===== config.mk =====
export PLATFORM = sky130hd
export DESIGN_NAME = boot_sequencer
export DESIGN_NICKNAME = d
export VERILOG_FILES = /design/src/rtl/boot_sequencer.sv
export SDC_FILE = /design/constraint.sdc
export NUM_CORES = 1
export LEC_CHECK = 0
export ABC_AREA = 1
export CAP_MARGIN = 20
export CORE_UTILIZATION = 45
export CTS_CLUSTER_DIAMETER = 80
export CTS_CLUSTER_SIZE = 30
export DETAILED_ROUTE_END_ITERATION = 8
export PLACE_DENSITY = 0.78
export SLEW_MARGIN = 25
export SYNTH_ARGS = -nofsm -noshare
export SYNTH_HDL_FRONTEND = slang
export SYNTH_SLANG_ARGS = --single-unit
export TNS_END_PERCENT = 1

===== constraint.sdc =====
create_clock -name clk -period 2 [get_ports clk]
set_input_delay 0.2 -clock clk [delete_from_list [all_inputs] [get_ports clk]]
set_output_delay 0.2 -clock clk [all_outputs]
set_load 0.02 [all_outputs]

===== src/rtl/boot_sequencer.sv =====
// Boot sequencer: streams a program into RAM, optionally seeds the register file,
// waits a settle window, then releases the core. Build macro: BOOT_SEQ_REG_INIT_EN.
module boot_sequencer #(
   parameter int RAM_DATA_WIDTH = 32,
   parameter int RAM_ADDR_WIDTH = 16,
   parameter int BASE_ADDR      = 1,
   parameter int REG_ADDR_WIDTH = 5,
   parameter int REG_DATA_WIDTH = 32,
   parameter int NUM_INIT_REGS  = 4,
   parameter int SETTLE_CYCLES  = 2
) (
   input  logic                      clk,
   input  logic                      reset,
   input  logic                      start,
   input  logic [RAM_ADDR_WIDTH-1:0] prog_len,
   input  logic                      halt,
   input  logic                      load_valid,
   input  logic [RAM_DATA_WIDTH-1:0] load_data,
   output logic                      load_ready,
   output logic                      ram_external_control_enable,
   output logic                      external_ram_enable,
   output logic                      external_ram_write_enable,
   output logic [RAM_ADDR_WIDTH-1:0] external_ram_addr,
   output logic [RAM_DATA_WIDTH-1:0] external_ram_write_data,
   output logic                      reg_external_control_enable,
   output logic                      external_write_enable,
   output logic [REG_ADDR_WIDTH-1:0] external_write_addr,
   output logic [REG_DATA_WIDTH-1:0] external_write_data,
   output logic                      core_reset,
   output logic                      ram_enable,
   output logic                      pc_enable,
   output logic                      control_enable,
   output logic                      busy,
   output logic [2:0]                state
);

   typedef enum logic [2:0] {
      S_IDLE     = 3'd0,
      S_LOAD     = 3'd1,
      S_REG_INIT = 3'd2,
      S_SETTLE   = 3'd3,
      S_RUN      = 3'd4
   } state_t;

   // One counter serves both the register-init walk and the settle window.
   localparam int LP_CNT_MAX = (SETTLE_CYCLES > NUM_INIT_REGS) ? SETTLE_CYCLES : NUM_INIT_REGS;
   localparam int LP_CNT_W   = ($clog2(LP_CNT_MAX) < 1) ? 1 : $clog2(LP_CNT_MAX);
   localparam logic [RAM_ADDR_WIDTH-1:0] LP_BASE = RAM_ADDR_WIDTH'(BASE_ADDR);

   state_t                    r_state;
   logic                      r_busy;
   logic                      r_core_reset;
   logic                      r_run_en;
   logic                      r_load_ready;
   logic                      r_load_last;
   logic                      r_ram_ctrl;
   logic                      r_ram_we;
   logic [RAM_ADDR_WIDTH-1:0] r_ram_addr;
   logic [RAM_DATA_WIDTH-1:0] r_ram_wdata;
   logic [RAM_ADDR_WIDTH-1:0] r_prog_len;
   logic [RAM_ADDR_WIDTH-1:0] r_beat_cnt;
   logic [LP_CNT_W-1:0]       r_cnt;
`ifdef BOOT_SEQ_REG_INIT_EN
   logic                      r_reg_ctrl;
   logic                      r_reg_we;
   logic [REG_ADDR_WIDTH-1:0] r_reg_addr;
   logic [REG_DATA_WIDTH-1:0] r_reg_data;
`endif

   always_ff @(posedge clk or negedge reset) begin
      if (!reset) begin
         r_state      <= S_IDLE;
         r_busy       <= 1'b0;
         r_core_reset <= 1'b1;
         r_run_en     <= 1'b0;
         r_load_ready <= 1'b0;
         r_load_last  <= 1'b0;
         r_ram_ctrl   <= 1'b0;
         r_ram_we     <= 1'b0;
         r_ram_addr   <= '0;
         r_ram_wdata  <= '0;
         r_prog_len   <= '0;
         r_beat_cnt   <= '0;
         r_cnt        <= '0;
`ifdef BOOT_SEQ_REG_INIT_EN
         r_reg_ctrl   <= 1'b0;
         r_reg_we     <= 1'b0;
         r_reg_addr   <= '0;
         r_reg_data   <= '0;
`endif
      end else begin
         r_ram_we <= 1'b0;
         case (r_state)
            S_IDLE: begin
               if (start) begin
                  r_prog_len  <= prog_len;
                  r_beat_cnt  <= '0;
                  r_load_last <= 1'b0;
                  r_busy      <= 1'b1;
                  r_cnt       <= '0;
                  if (prog_len != '0) begin
                     r_state      <= S_LOAD;
                     r_ram_ctrl   <= 1'b1;
                     r_load_ready <= 1'b1;
                  end else begin
`ifdef BOOT_SEQ_REG_INIT_EN
                     r_state    <= S_REG_INIT;
                     r_reg_ctrl <= 1'b1;
                     r_reg_we   <= 1'b1;
                     r_reg_addr <= '0;
                     r_reg_data <= '0;
`else
                     r_state    <= S_SETTLE;
`endif
                  end
               end
            end
            S_LOAD: begin
               // The final write is still on the bus this cycle; leave LOAD afterwards.
               if (r_load_last) begin
                  r_ram_ctrl  <= 1'b0;
                  r_load_last <= 1'b0;
                  r_cnt       <= '0;
`ifdef BOOT_SEQ_REG_INIT_EN
                  r_state    <= S_REG_INIT;
                  r_reg_ctrl <= 1'b1;
                  r_reg_we   <= 1'b1;
                  r_reg_addr <= '0;
                  r_reg_data <= '0;
`else
                  r_state    <= S_SETTLE;
`endif
               end else if (load_valid && r_load_ready) begin
                  r_ram_we    <= 1'b1;
                  r_ram_addr  <= LP_BASE + r_beat_cnt;
                  r_ram_wdata <= load_data;
                  r_beat_cnt  <= r_beat_cnt + RAM_ADDR_WIDTH'(1);
                  if (r_beat_cnt == r_prog_len - RAM_ADDR_WIDTH'(1)) begin
                     r_load_ready <= 1'b0;
                     r_load_last  <= 1'b1;
                  end
               end
            end
`ifdef BOOT_SEQ_REG_INIT_EN
            S_REG_INIT: begin
               if (r_cnt == LP_CNT_W'(NUM_INIT_REGS - 1)) begin
                  r_state    <= S_SETTLE;
                  r_reg_ctrl <= 1'b0;
                  r_reg_we   <= 1'b0;
                  r_cnt      <= '0;
               end else begin
                  r_cnt      <= r_cnt + LP_CNT_W'(1);
                  r_reg_addr <= r_reg_addr + REG_ADDR_WIDTH'(1);
                  r_reg_data <= REG_DATA_WIDTH'(r_reg_addr + REG_ADDR_WIDTH'(1));
               end
            end
`endif
            S_SETTLE: begin
               if (r_cnt == LP_CNT_W'(SETTLE_CYCLES - 1)) begin
                  r_state      <= S_RUN;
                  r_busy       <= 1'b0;
                  r_core_reset <= 1'b0;
                  r_run_en     <= 1'b1;
                  r_cnt        <= '0;
               end else begin
                  r_cnt <= r_cnt + LP_CNT_W'(1);
               end
            end
            S_RUN: begin
               if (halt) begin
                  r_state      <= S_IDLE;
                  r_core_reset <= 1'b1;
                  r_run_en     <= 1'b0;
               end
            end
            default: begin
               r_state      <= S_IDLE;
               r_busy       <= 1'b0;
               r_core_reset <= 1'b1;
               r_run_en     <= 1'b0;
               r_load_ready <= 1'b0;
               r_ram_ctrl   <= 1'b0;
            end
         endcase
      end
   end

   assign state                       = r_state;
   assign busy                        = r_busy;
   assign core_reset                  = r_core_reset;
   assign ram_enable                  = r_run_en;
   assign pc_enable                   = r_run_en;
   assign control_enable              = r_run_en;
   assign load_ready                  = r_load_ready;
   assign ram_external_control_enable = r_ram_ctrl;
   assign external_ram_enable         = r_ram_ctrl;
   assign external_ram_write_enable   = r_ram_we;
   assign external_ram_addr           = r_ram_addr;
   assign external_ram_write_data     = r_ram_wdata;
`ifdef BOOT_SEQ_REG_INIT_EN
   assign reg_external_control_enable = r_reg_ctrl;
   assign external_write_enable       = r_reg_we;
   assign external_write_addr         = r_reg_addr;
   assign external_write_data         = r_reg_data;
`else
   assign reg_external_control_enable = 1'b0;
   assign external_write_enable       = 1'b0;
   assign external_write_addr         = '0;
   assign external_write_data         = '0;
`endif

endmodule


# After elaboration in Yosys (flattened, before gate mapping)

Index checks and enable logic that the tools add are counted.

Register bits after elaboration: 92
Bits of input ports: 53
Output and inout bits: 99

Add/sub/neg operators: 3
Equal/unequal tests: 13
Muxes and demuxes: 38
Bitwise gates (word level): 4
Reductions and logical operators: 18

Operators with widths:

| operator                                                              | count |
|---|---|
| 16-bit 2-to-1 mux                                                     | 3 |
| 16-bit one-hot mux with 2 select lines                                | 1 |
| 1-bit 2-to-1 mux                                                      | 18 |
| 16-bit by 1-bit adder with 16-bit output, second input constant       | 1 |
| 16-bit equality test                                                  | 1 |
| 2-bit inequality test, second input constant                          | 8 |
| 16-bit nonzero test                                                   | 1 |
| 16-bit by 1-bit subtractor with 16-bit output, second input constant  | 1 |
| 1-bit one-hot mux with 3 select lines                                 | 5 |
| 3-bit 2-to-1 mux                                                      | 4 |
| 3-bit one-hot mux with 4 select lines                                 | 1 |
| 3-bit AND reduction                                                   | 4 |
| 4-bit AND reduction                                                   | 3 |
| 2-bit 2-to-1 mux                                                      | 4 |
| 2-bit one-hot mux with 3 select lines                                 | 1 |
| 6-bit AND reduction                                                   | 1 |
| 2-bit OR reduction                                                    | 3 |
| 1-bit NOT                                                             | 4 |
| 2-bit AND reduction                                                   | 2 |
| 3-bit by 1-bit equality test with 1-bit output, second input constant | 1 |
| 3-bit by 2-bit equality test with 1-bit output, second input constant | 1 |
| 3-bit equality test, second input constant                            | 1 |
| 3-bit zero test                                                       | 1 |
| 3-bit nonzero test                                                    | 1 |
| other kinds (5)                                                       | 5 |

# Longest topological paths before layout

Gate-level depths: netlist of the first run.

Word-level depth: 6
Mapped depth: 17

# Worst setup path after synthesis of the first run

No wires, ideal clock.

Path kind: register to register
Start point: register r_prog_len[0]
End point: register r_load_ready (netlist: load_ready)
Library setup time: 0.113 ns
Arrival: 1.615 ns
Path slack: 0.273 ns
Stages on the path, launching flop included: 14
Buffers on the path: 0
Clock period less this slack: 1.727 ns
Cell sequence: dfrtp_1 > inv_1 > ha_1 > nand2_1 > nor2_4 > nand2_1 > o21bai_1 > nand2_1 > nor3_1 > nand2_1 > nand2_1 > nand3_1 > nand2_1 > inv_1

Cells in the longest elaborated chain, start to end: 4

Ends and longest elaborated chain:

| element                                       | RTL line | source |
|---|---|---|
| from (decl)                                   | 60       | `logic [RAM_ADDR_WIDTH-1:0] r_prog_len;` |
| from (signal assigned)                        | 96       | `r_prog_len <= prog_len;` |
| 16-bit by 1-bit subtractor with 16-bit output | 138      | `if (r_beat_cnt == r_prog_len - RAM_ADDR_WIDTH'(1)) begin` |
| 16-bit equality test                          | 138      |  |
| 2-bit inequality test (no line)               | -        |  |
| 6-bit AND reduction (no line)                 | -        |  |
| to (signal assigned)                          | 104      | `r_load_ready <= 1'b1;` |
| to (signal assigned)                          | 139      | `r_load_ready <= 1'b0;` |
| to (signal assigned)                          | 181      | `r_load_ready <= 1'b0;` |
| to (decl)                                     | 54       | `logic r_load_ready;` |

No other way between the ends.
A chain may end at the register's enable or synchronous reset.

# Final worst setup path of the first run

Start point: register r_beat_cnt[0]
End point: register r_beat_cnt[14]

Cells in the longest elaborated chain, start to end: 4

Ends and longest elaborated chain:

| element                                  | RTL line | source |
|---|---|---|
| from (decl)                              | 61       | `logic [RAM_ADDR_WIDTH-1:0] r_beat_cnt;` |
| from (signal assigned)                   | 137      | `r_beat_cnt <= r_beat_cnt + RAM_ADDR_WIDTH'(1);` |
| 16-bit by 1-bit adder with 16-bit output | 137      |  |
| 16-bit 2-to-1 mux                        | 133      | `end else if (load_valid && r_load_ready) begin` |
| 16-bit 2-to-1 mux                        | 120      | `if (r_load_last) begin` |
| 16-bit one-hot mux with 2 select lines   | 93       | `case (r_state)` |

No other way between the ends. The select of a mux whose other input is x is not followed.

==> summary.md, run 1 <==
| Metric | Value |
|---|---|
| Outcome | `finished, final reports clean` |
| DRC violation count after routing | `0` |
| Number of diodes | `0` |
| Inst Count DP | `840` |
| Fraction of the yosys area taken by sequential cells | `0.481` |
| Vias/cell | `4.77` |
| Setup violators final | `0` |
| Per-cell routed wire length | `12.8 um` |
| Ratio of total power to cell area | `~1400 nW/um2` |
| First-pass GRT wire length | `19000 um` |
| Worst VDD drop | `between 0.8 and 0.9 mV` |
| Count of non-filler cells in the finished layout | `861` |
| Width of the chip | `105 um` |
| Critical path required time | `2.25 ns` |
| Area occupied by registers | `2310 um2` |
| Setup repair after global routing missed its margin | `true` |
| Area occupied by multi-input gates | `2100 um2` |
| Most used routing layer | `met2` |
| Initial antenna violation count | `0` |
| CTS HTree Levels | `3` |
| Antenna-violating nets left | `0` |
| Synth Instances | `around 600` |
| Largest fanout on the critical path | `4` |
| CTS tree | `built` |
| Commonest non-fill, non-tap cell in the layout | `nand2_1` |
| DP Wirelength | `8010 um` |
| Total number of placement rows | `37` |
| Reported max-cap violation count | `0` |
| Flops & latches, synth | `92` |
| Vias in the first global route | `4086` |
| Distinct cell type count of the synthesized netlist | `36` |
| Period minus WS final | `between 1.5 and 2 ns` |
| Skew-Pair Late Insertion Delay | `0.37 ns` |
| Netlist area before placement | `4790 um2` |
| Total global routing overflow | `0` |
| Count of yosys warnings during synthesis | `0` |
| FMAX | `0.531 GHz` |
| Number of clock buffers inserted by TritonCTS | `9` |
| Post-route cell area | `6200 um2` |
| Fill cell total of the finished layout | `907` |
| Initial cell density of the core | `0.464` |
| Global-route met2 utilization | `0.342` |
| Drt first-iter violations | `273` |
| Share of post-route cells with drive strength above 1 | `0.0993` |
| Gr usage total | `0.213` |
| Nets@finish | `between 700 and 800` |
| Worst path arrival time | `2.13 ns` |
| Min-delay worst type | `in2async` |
| GR Layer Usage met3 | `0.0730` |
| Most frequent cells in the layout | `nand2_1, clkdlybuf4s50_1, dfrtp_1, inv_1` |
| Number of clock sinks | `92` |
| Pin count of the biggest net entering global routing | `between 50 and 60` |
| Pin slew with the least headroom to its limit | `0.533 ns` |
| Placed standard-cell area | `5910 um2` |
| Die Y-Extent | `about 110 um` |
| Placeable core area | `10300 um2` |
| Critical path type | `reg2reg` |
| Worst clock skew on the final layout | `a little over 0.009 ns` |
| Clock root buffer | `clkbuf_8` |
| Area grow syn2layout | `29.5%` |
| Final core utilization | `0.600` |
| Final count of pins violating max slew | `0` |
| Met1 Resource Use GR | `0.272` |
| Setup WS pre-CTS | `roughly 0.021 ns` |
| Final clock period utilization by the worst path | `0.942` |
| Slew Limit Headroom | `0.645` |
| Final GP Congestion | `0.881` |
| Crit start category | `flip-flop` |
| Port Buffer Count | `~110` |
| Buffer depth of the longest clock path | `2` |
| Leakage power summed over all cells | `between 0.002 and 0.003 uW` |
| Kind of end point of the critical path | `flip-flop` |
| Detailed-route wire length | `around 11000 um` |
| DR vias | `between 4000 and 5000` |
| Avg Cell Area, Syn | `approximately 7.9 um2` |
| Final Hold Fails | `0` |
| TritonRoute pass-1 iters | `4` |
| Area of the die | `11100 um2` |
| Worst setup slack after layout | `approximately 0.12 ns` |
| Clock slew at reported path FFs | `0.09 ns` |
| I/O pin count | `152` |
==> sequential cells by signal, indices dropped and copies added, names as in the netlist <==
signal	cells
external_ram_write_enable	1
r_beat_cnt	16
external_ram_enable	1
busy	1
state	3
external_ram_write_data	32
r_prog_len	16
core_reset	1
control_enable	1
load_ready	1
r_load_last	1
r_cnt	2
external_ram_addr	16
==> metrics by stage <==
step                      power, uW  hold WS (ns)  TNS (ns)
final                          8800         0.339         0
after global routing           9470         0.359    -0.224
after CTS                      8740         0.351         0
after detailed placement       7430         0.216         0
after global placement         7330         0.203         0
after floorplan                5800       -0.0956         0
==> worst max-delay path, cell delays in order, from the launching register on <==
cell	delay [ns]
dfrtp_1	0.37
ha_1	0.18
nand2_2	0.09
nor2_4	0.09
nand4_1	0.18
nor3_2	0.29
nand3_2	0.16
nor3_2	0.16
xnor2_1	0.17
o21ai_1	0.09
==> cell families after synthesis <==
family                     Yosys count  share of synthesized area
buffers and inverters              108                      0.123
muxes                                3                    0.00706
AOI/OAI and AO/OA                   56                     0.0612
DFF                                 92                      0.481
adders and majority gates            2                    0.00523
and+or+nand+nor                    331                      0.303
xor gates and xnor gates            10                     0.0183
other                                1                   0.000784
==> synth_stat cells (all sizes together) <==
library cell | instances | share of area
buf | 49 | 0.077
o21ai | 33 | 0.035
nand2 | 220 | 0.17
ha | 2 | 0.0052
nand4 | 6 | 0.0078
xor2 | 2 | 0.0037
conb | 1 | 0.00078
mux2 | 3 | 0.0071
o21a | 1 | 0.0016
nand3 | 33 | 0.040
dfrtp | 91 | 0.48
or2 | 5 | 0.0065
nand3b | 4 | 0.0063
clkbuf | 7 | 0.0055
dfstp | 1 | 0.0055
nor3 | 7 | 0.012
nor2 | 52 | 0.052
o211ai | 1 | 0.0016
o21bai | 2 | 0.0031
a21oi | 18 | 0.019
nor4 | 4 | 0.0052
xnor2 | 8 | 0.015
inv | 52 | 0.041
o31ai | 1 | 0.0016
==> final timing paths <==
check | startpoint | to | slack (ns) | cells past startpoint
setup / recovery | r_beat_cnt[0]$_DFFE_PN0P_ | r_beat_cnt[14]$_DFFE_PN0P_ | 0.12 | 9
hold / removal | reset | external_ram_write_data[10]$_DFFE_PN0P_ | 0.34 | 2
setup reg to reg | r_beat_cnt[0]$_DFFE_PN0P_ | r_beat_cnt[14]$_DFFE_PN0P_ | 0.12 | 9
hold reg to reg | external_ram_write_data[5]$_DFFE_PN0P_ | external_ram_write_data[5]$_DFFE_PN0P_ | 0.47 | 2
max in group asynchronous | reset | r_prog_len[2]$_DFFE_PN0P_ | 0.99 | 3
min in group clk | load_data[7] | external_ram_write_data[7]$_DFFE_PN0P_ | 0.36 | 3
==> layer usage <==
layer,vias to the layer above,wire (um)
met4,0,156
met2,148,5020
met3,17,865
met1,1892,4960
li1,2047,-
met5,-,0
==> repair_timing <==
item | 4_1_cts | 5_1_grt
resized for setup | 0 | 20
endpoints found under the hold margin | 38 | 0
setup buffers | 0 | 4
hold buffers | 1 | 0
setup endpoints to repair | 0 | 11
==> layout make-up <==
type | instances | area share
well taps | 136 | 0.0275
multi-input cells | 441 | 0.338
clock inverters | 5 | 0.00969
inverters | 52 | 0.0315
flip-flops and latches | 92 | 0.372
repair buffers | 124 | 0.200
clock buffers | 11 | 0.0212
==> power breakdown <==
| group | switching, uW | internal [uW] | leakage [uW] | total [uW] |
|---|---|---|---|---|
| logic | 2440 | 1840 | 0.00174 | 4280 |
| clock network | 665 | 584 | 0.0000939 | 1250 |
| registers | 642 | 2630 | 0.00116 | 3270 |
| total | 3740 | 5060 | 0.00300 | 8800 |
Power figures use the tool's default switching activity.
==> run 2: changes to the inputs <==
--- a/config.mk
+++ b/config.mk
@@ -16,4 +16,3 @@
 export SYNTH_ARGS = -nofsm -noshare
 export SYNTH_HDL_FRONTEND = slang
 export SYNTH_SLANG_ARGS = --single-unit
-export TNS_END_PERCENT = 1
==> run 2 against run 1 <==
Effect of this change:
- fmax shrank 1.6%
- setup slack lost 0.031 ns
- routed wire length grew 0.22%
- non-clock buffer count grew 2
- clock-buffer cell count is the same
- total power is essentially flat
- via count grew 0.27%
- sequential share of layout area shrank 0.075 points
- first-iteration DRC count shrank 0.37%
- combinational power is essentially flat
- hold slack gained 0.0012 ns
- sequential cell count is the same
- highest routed layer unchanged
==> summary.md, run 2 (same netlist as run 1, synthesis figures left out) <==
| Metric | Value |
|---|---|
| Outcome | `finished, final reports clean (unchanged)` |
| Commonest non-fill, non-tap cell in the layout | `nand2_1 (unchanged)` |
| Number of diodes | `0 (unchanged)` |
| Drt first-iter violations | `272 (was 273)` |
| Capture instance of the worst register-to-register path | `r_beat_cnt[12]$_DFFE_PN0P_ (was r_beat_cnt[14]$_DFFE_PN0P_)` |
| R2R Path Start | `r_beat_cnt[1]$_DFFE_PN0P_ (was r_beat_cnt[0]$_DFFE_PN0P_)` |
| Slack of the worst reg-to-reg path | `0.09 ns (was 0.12 ns)` |
| FMAX | `0.522 GHz (was 0.531 GHz)` |
| Worst VDD drop | `0.814 mV (was 0.812 mV)` |
| Reported max-cap violation count | `0 (unchanged)` |
| Final Hold Fails | `0 (unchanged)` |
| Final clock period utilization by the worst path | `0.957 (was 0.942)` |
| Ratio of total power to cell area | `1420 nW/um2 (about the same)` |
| Count of non-filler cells in the finished layout | `863 (was 861)` |
| Setup WS pre-CTS | `0.0215 ns (unchanged)` |
| R2R depth | `8 (was 9)` |
| Clock root buffer | `clkbuf_8 (unchanged)` |
| Die Y-Extent | `105 um (unchanged)` |
| I/O pin count | `152 (unchanged)` |
| Pin slew with the least headroom to its limit | `0.533 ns (about the same)` |
| Inst Count DP | `840 (unchanged)` |
| Vias in the first global route | `4086 (unchanged)` |
| Placed standard-cell area | `5910 um2 (unchanged)` |
| Total number of placement rows | `37 (unchanged)` |
| Final count of pins violating max slew | `0 (unchanged)` |
| Number of clock buffers inserted by TritonCTS | `9 (unchanged)` |
| Number of clock sinks | `92 (unchanged)` |
| CTS tree | `built (unchanged)` |
| Post-route cell area | `6210 um2 (was 6200 um2)` |
| Fill cell total of the finished layout | `906 (was 907)` |
| Area of the die | `11100 um2 (unchanged)` |
| DP Wirelength | `8010 um (unchanged)` |
| Clock slew at reported path FFs | `0.09 ns (about the same)` |
| Detailed-route wire length | `11000 um (about the same)` |
| Worst path arrival time | `2.14 ns (was 2.13 ns)` |
| Worst setup slack after layout | `0.0855 ns (was 0.116 ns)` |
| Area grow syn2layout | `29.8% (was 29.5%)` |
| Critical path required time | `2.23 ns (was 2.25 ns)` |
| Worst hold slack across all endpoints | `0.341 ns (was 0.339 ns)` |
| Vias/cell | `4.77 (about the same)` |
| Final GP Congestion | `0.881 (unchanged)` |
| First-pass GRT wire length | `19000 um (unchanged)` |
| Critical path origin | `r_beat_cnt[1]$_DFFE_PN0P_ (was r_beat_cnt[0]$_DFFE_PN0P_)` |
| Nets@finish | `777 (was 775)` |
| Skew-Pair Late Insertion Delay | `0.37 ns (about the same)` |
| Leakage power summed over all cells | `0.00300 uW (about the same)` |
| Total global routing overflow | `0 (unchanged)` |
| Buffer depth of the longest clock path | `2 (unchanged)` |
| Pin count of the biggest net entering global routing | `54 (unchanged)` |
| Port Buffer Count | `112 (unchanged)` |
| Share of post-route cells with drive strength above 1 | `0.103 (was 0.0993)` |
| Width of the chip | `105 um (unchanged)` |
| DR vias | `4115 (was 4104)` |
| TritonRoute pass-1 iters | `4 (unchanged)` |
| Initial antenna violation count | `0 (unchanged)` |
| Initial cell density of the core | `0.464 (unchanged)` |
| Antenna-violating nets left | `0 (unchanged)` |
| DRC violation count after routing | `0 (unchanged)` |
| Per-cell routed wire length | `12.8 um (about the same)` |
| Gr usage total | `0.213 (unchanged)` |
| Period minus WS final | `1.91 ns (was 1.88 ns)` |
| Placeable core area | `10300 um2 (unchanged)` |
| Setup violators final | `0 (unchanged)` |
| Min-delay worst type | `in2async (unchanged)` |
| Most frequent cells in the layout | `nand2_1, clkdlybuf4s50_1, dfrtp_1, inv_1 (unchanged)` |
| Critical path type | `reg2reg (unchanged)` |
| CTS HTree Levels | `3 (unchanged)` |
| Flip-flop count of the largest register, all copies and words added | `32 (unchanged)` |
| Kind of end point of the critical path | `flip-flop (unchanged)` |
| Worst clock skew on the final layout | `0.00992 ns (was 0.00919 ns)` |
| Largest fanout on the critical path | `4 (unchanged)` |
| Setup repair after global routing missed its margin | `true (unchanged)` |
| Slew Limit Headroom | `0.644 (was 0.645)` |
| Crit start category | `flip-flop (unchanged)` |
## run 2: worst max-delay path by stage
| stage | endpoint | slack [ns] | cells after the start |
|---|---|---|---|
| 2_1_floorplan | load_ready$_DFFE_PN0P_ | 0.27 | 13 |
| 3_3_place_gp | load_ready$_DFFE_PN0P_ | 0.05 | 14 |
| 3_5_place_dp | load_ready$_DFFE_PN0P_ | 0.02 | 14 |
| 4_1_cts | load_ready$_DFFE_PN0P_ | 0.005 | 13 |
| 5_1_grt | r_beat_cnt[14]$_DFFE_PN0P_ | -0.08 | 9 |
| 6_report | r_beat_cnt[12]$_DFFE_PN0P_ | 0.09 | 8 |
## run 2: critical path, stage by stage, from the launching register on
cell and delay (ns):
dfrtp_1 0.37, ha_2 0.19, nand2_2 0.08, nor2_2 0.12, nand4_1 0.18, nor3_2 0.29
nand3_2 0.15, o211ai_1 0.26, o21ai_0 0.14
## run 2: where the power goes
part / switching [uW] / internal (uW)
combinational: 2440 / 1840
clock: 666 / 584
sequential: 641 / 2630
## run 2: what timing repair did
action / CTS / global route
hold buffers: 1 / 0
buffers inserted: 0 / 6
setup endpoints to repair: 0 / 11
resized for setup: 0 / 21
endpoints found under the hold margin: 38 / 0
## run 2: stage by stage
step	TNS (ns)	power, uW	util
global route	-0.263	9470	0.602
detailed placement	0	7430	0.572
global placement	0	7330	0.572
finish	0	8800	0.602
floorplan	0	5800	-
CTS	0	8740	0.592
## run 2: area by class of cell
cell class	instances	area, um2	share of cell area
Clock buffer	11	131	0.0212
Tap cell	136	170	0.0274
Clock inverter	5	60.1	0.00967
Multi-Input combinational cell	441	2090	0.337
Timing Repair Buffer	126	1250	0.202
Sequential cell	92	2310	0.371
Inverter	52	195	0.0314
## run 2: layer usage
layer,vias to the layer above,track usage,share of wire
met3,13,0.0730,0.082
met4,0,0.0634,0.011
met5,-,0,0
li1,2050,-,-
met1,1894,0.272,0.45
met2,158,0.342,0.46
==> variant 1 (settings of run 2) <==
The parameter `REG_ADDR_WIDTH` goes from 5 to 3.
--- a/src/rtl/boot_sequencer.sv
+++ b/src/rtl/boot_sequencer.sv
@@ -4,7 +4,7 @@
    parameter int RAM_DATA_WIDTH = 32,
    parameter int RAM_ADDR_WIDTH = 16,
    parameter int BASE_ADDR      = 1,
-   parameter int REG_ADDR_WIDTH = 5,
+   parameter int REG_ADDR_WIDTH = 3,
    parameter int REG_DATA_WIDTH = 32,
    parameter int NUM_INIT_REGS  = 4,
    parameter int SETTLE_CYCLES  = 2
Ports: changed (resized external_write_addr); port bits go from 152 to 150. No check against the original RTL was run, so the function may have changed too.
==> variant 1 against run 2 <==
- critical path depth up 6
- global-route usage down 0.22 points
- design area up 0.46%
- routed wire length down 0.57%
- sequential share of layout area down 0.21 points
- synthesized area down 0.31%
- final cell count up 0.23%
- setup slack worse by 4.8 ps
- clock power up 6%
- sequential cell count unchanged
- total power up 0.50%
==> variant 1: results (changes against run 2) <==
| Metric | Value |
|---|---|
| First-pass GRT wire length | `18550 um (-2.1%)` |
| Maximum buffer depth of the clock tree | `2 (unchanged)` |
| Largest net degree at the start of global routing | `50 (-7.4%)` |
| Global-route met1 utilization | `27.43% (+0.21 points)` |
| Grt met3 use | `7.486% (+0.19 points)` |
| CTS Buf Count | `9 (unchanged)` |
| PostCTS Resize Cnt | `0 (unchanged)` |
| DR WL met2 | `5018 um (-0.55%)` |
| Tightest Pin Transition | `644.4 ps (+110.9 ps)` |
| Dpl hpwl | `8076 um (+0.80%)` |
| Hold buffers post-CTS | `1 (unchanged)` |
| Share of cells above drive strength 1 | `10.70% (+0.38 points)` |
| GRT Overall Usage | `21.09% (-0.22 points)` |
| Routed wire length | `10970 um (-0.57%)` |
| Final GP Congestion | `0.9348 (+6.1%)` |
| Crit-path leading delay family | `simple AND/OR/NAND/NOR gates` |
| WL met3 | `960 um (+6.5%)` |
| Total net switching power | `3725 uW (-0.44%)` |
| Sequential Power Share | `36.9% (-0.3 points)` |
| H-tree Lvls | `3 (unchanged)` |
| Synth area leaders | `dfrtp_1 48%, nand2_1 17%, buf_4 6.9%, inv_1 3.5%, nor2_1 3.4%` |
| Buffer share of cell area | `20.33% (+0.13 points)` |
| Setup Skew | `13.00 ps (+3.083 ps)` |
| Post-synth top area share | `47.73% (+0.15 points)` |
| # fillers | `893 (-1.4%)` |
| Status | `finished, final reports clean` |
| Clock buffers | `12 (+1)` |
| Nets | `779 (+0.26%)` |
| Initial drt markers | `273 (+0.37%)` |
| Seq/Total Area, Yosys | `48.28% (+0.15 points)` |
| FFs w/ async S/R, synth | `100.0% (unchanged)` |
| FF/Latch Area | `2303 sq um (-0.11%)` |
| Max rail drop VDD | `0.8986 mV (+10%)` |
| Pre-CTS WS | `35.75 ps (+14.25 ps)` |
| Routed via count | `4223 (+2.6%)` |
| WP data arrival | `2230 ps (+90 ps)` |
| Non-Clock Buffer Count | `130 (+3.2%)` |
| Largest stage delay, worst path | `roughly 380 ps` |
| DR pass1 iterations | `5 (+1)` |
| Multi-input combinational area share | `33.51% (-0.20 points)` |
| Clk_lat worst skew | `370 ps (about the same)` |
| Hold Path Class | `primary input to flip-flop` |
| Max FO, Critical Path | `6 (+2)` |
| Multi-Input Combinational | `439 (-0.45%)` |
| Via count of the first global-routing pass | `4100 (+0.34%)` |
| Pleak | `0.003045 uW (+1.4%)` |
| Top cells by count, synth | `218 x nand2_1, 91 x dfrtp_1, 45 x inv_1` |
| Worst reg2reg path depth | `14 (+6)` |
| Wire length on met1 | `4789 um (-3.5%)` |
| Root Driver | `clkbuf_8` |
| Non-clock inverter count | `52 (unchanged)` |
| Routing usage on met2 | `32.97% (-1.2 points)` |
| Clock network area share | `3.389% (+0.31 points)` |
variant 1: changes by cell type in the layout (fill, tap and decap cells not counted), moves of 2 or more:
cell	run 2	this run
conb_1	39	37
dfrtp_2	2	0
clkbuf_8	9	11
dfrtp_1	89	91
buf_4	11	17
nor2_2	6	8
nor2_1	39	37
variant 1: path summary, 6_finish.rpt:
kind / start / end / slack [ps]
hold reg to reg: external_ram_write_data[5]$_DFFE_PN0P_ / external_ram_write_data[5]$_DFFE_PN0P_ / 480
setup reg to reg: r_prog_len[0]$_DFFE_PN0P_ / load_ready$_DFFE_PN0P_ / 80
hold / removal: load_data[9] / external_ram_write_data[9]$_DFFE_PN0P_ / 360
setup / recovery: r_prog_len[0]$_DFFE_PN0P_ / load_ready$_DFFE_PN0P_ / 80
min in group asynchronous: reset / external_ram_addr[5]$_DFFE_PN0P_ / 390
max in group asynchronous: reset / external_ram_addr[12]$_DFFE_PN0P_ / 1000
variant 1: cells by family (layout without fill, tap and decap cells):
group / Yosys count / after routing / synth area share [%]
buffers and inverters: 106 / 198 / 12.01
XOR/XNOR: 10 / 10 / 1.836
multiplexers: 3 / 3 / 0.7081
flip-flops: 92 / 92 / 48.28
other: 1 / 37 / 0.07860
AND/OR/NAND/NOR: 331 / 331 / 30.42
adder cells (fa/ha/maj): 2 / 2 / 0.5244
AO/OA/AOI/OAI: 56 / 56 / 6.137
variant 1: metrics by stage:
| step | cell area [sq um] | std cells | power [uW] |
|---|---|---|---|
| 6_report | 6240 | 865 | 8844 |
| 5_1_grt | 6240 | 865 | 9520 |
| 4_1_cts | 6123 | 857 | 8781 |
| 3_5_place_dp | 5902 | 840 | 7415 |
| 3_3_place_gp | 5902 | 840 | 7305 |
| 2_1_floorplan | 4906 | 637 | 5793 |
==> variant 2 (settings of run 2) <==
Made on the original files. Reset style: synchronous (`reset`), changed in one clocked block.
--- a/src/rtl/boot_sequencer.sv
+++ b/src/rtl/boot_sequencer.sv
@@ -67,7 +67,7 @@
    logic [REG_DATA_WIDTH-1:0] r_reg_data;
 `endif
 
-   always_ff @(posedge clk or negedge reset) begin
+   always_ff @(posedge clk) begin
       if (!reset) begin
          r_state      <= S_IDLE;
          r_busy       <= 1'b0;
Behaviour: differs if reset is asserted again (counterexample within 4 cycles, from zero or initial values and one cycle with reset low); with reset held inactive, the same outputs for 4 cycles.
==> variant 2 against run 2 <==
- via count up 11%
- setup slack better by 63 ps
- design area down 3.1%
- synthesized area down 3.0%
- sequential power down 24%
- routed wire length up 8.9%
- count of clock-buffer cells in the layout unchanged
- total power down 21%
- sequential cell count unchanged
- largest cell class is now multi-input combinational cells
- highest routed layer unchanged
==> variant 2: results (changes against run 2) <==
| Metric | Value |
|---|---|
| Hold Path End | `state[2]$_SDFFE_PN0P_` |
| Setup Skew | `13.07 ps (+3.147 ps)` |
| DP Cell Count | `893 (+6.3%)` |
| F_max | `540.1 MHz (+3.4%)` |
| Pre-CTS WS | `108.4 ps (+86.92 ps)` |
| Grt met3 use | `4.783% (-2.5 points)` |
| Finished Layout Cells | `910 (+5.4%)` |
| Clk pwr share | `17.1% (+2.9 points)` |
| Hold Path Class | `primary input to flip-flop` |
| Int Pwr | `4046 uW (-20%)` |
| DR pass1 iterations | `5 (+1)` |
| Largest net degree at the start of global routing | `44 (-19%)` |
| Seq/Total Area, Yosys | `39.68% (-8.5 points)` |
| Tightest Pin Transition | `565.5 ps (+32.00 ps)` |
| Via count of the first global-routing pass | `4309 (+5.5%)` |
| Routing usage on met2 | `37.97% (+3.8 points)` |
| First-pass GRT wire length | `19960 um (+5.3%)` |
| Status | `finished, final reports clean` |
| Placed cell area | `5748 sq um (-2.7%)` |
| Synth area leaders | `dfxtp_1 40%, nand2_1 11%, nor2_1 9.0%, buf_4 7.0%, o21ai_0 6.3%` |
| Worst reg2reg path depth | `11 (+3)` |
| Initial drt markers | `324 (+19%)` |
| Share of cells above drive strength 1 | `10.17% (-0.15 points)` |
| WP data arrival | `2120 ps (-20 ps)` |
| Crit-path leading delay family | `simple AND/OR/NAND/NOR gates` |
| Unique masters post-synth | `38 (+5.6%)` |
| Wire length on met1 | `5302 um (+6.8%)` |
| Dpl hpwl | `8839 um (+10%)` |
| Hold slack | `235.3 ps (-105.2 ps)` |
| P_comb | `3300 uW (-23%)` |
| Global-route met1 utilization | `28.84% (+1.6 points)` |
| Max rail drop VDD | `0.5725 mV (-30%)` |
| Comb power frac | `47.2% (-1.4 points)` |
| Routed wire length | `12010 um (+8.9%)` |
| CP max stage cell | `dfxtp_4` |
| Nets | `827 (+6.4%)` |
| Routed via count | `4562 (+11%)` |
| Mean Syn Cell Area | `6.980 sq um (-12%)` |
| WL met3 | `783 um (-13%)` |
| GRT Overall Usage | `22.66% (+1.3 points)` |
| FFs w/ async S/R, synth | `0% (-100 points)` |
==> variant 2: cell count changes in the layout (fill, tap and decap cells not counted), sizes merged, moves of 5 or more <==
cell   delta
dfxtp    +92
dfrtp    -91
nand2    -87
nor2     +62
o21ai    +32
a21oi    +28
inv      +12
xor2     +11
xnor2     -5
==> variant 2: cells by family after synthesis <==
logic type,Yosys count,synth area share [%]
other cells,1,0.08078
fa+ha+maj,2,0.5390
simple gates,305,28.11
compound gates,117,13.50
buf+inv,132,15.07
flops,92,39.68
xor+xnor,16,3.019
==> variant 2: area by class of cell <==
| cell class | count | area (sq um) |
|---|---|---|
| Tap cell | 133 | 166.4 |
| Clock buffer | 11 | 151.4 |
| Clock inverter | 5 | 35.03 |
| Inverter | 64 | 245.2 |
| Fill cell | 874 | 3844 |
| Sequential cell | 92 | 1851 |
| Timing Repair Buffer | 126 | 1259 |
| Multi-Input combinational cell | 479 | 2313 |
==> variant 2: repair_timing <==
action	CTS	global route
buffers inserted	0	1
gates resized for setup	0	27
setup endpoints to repair	0	8
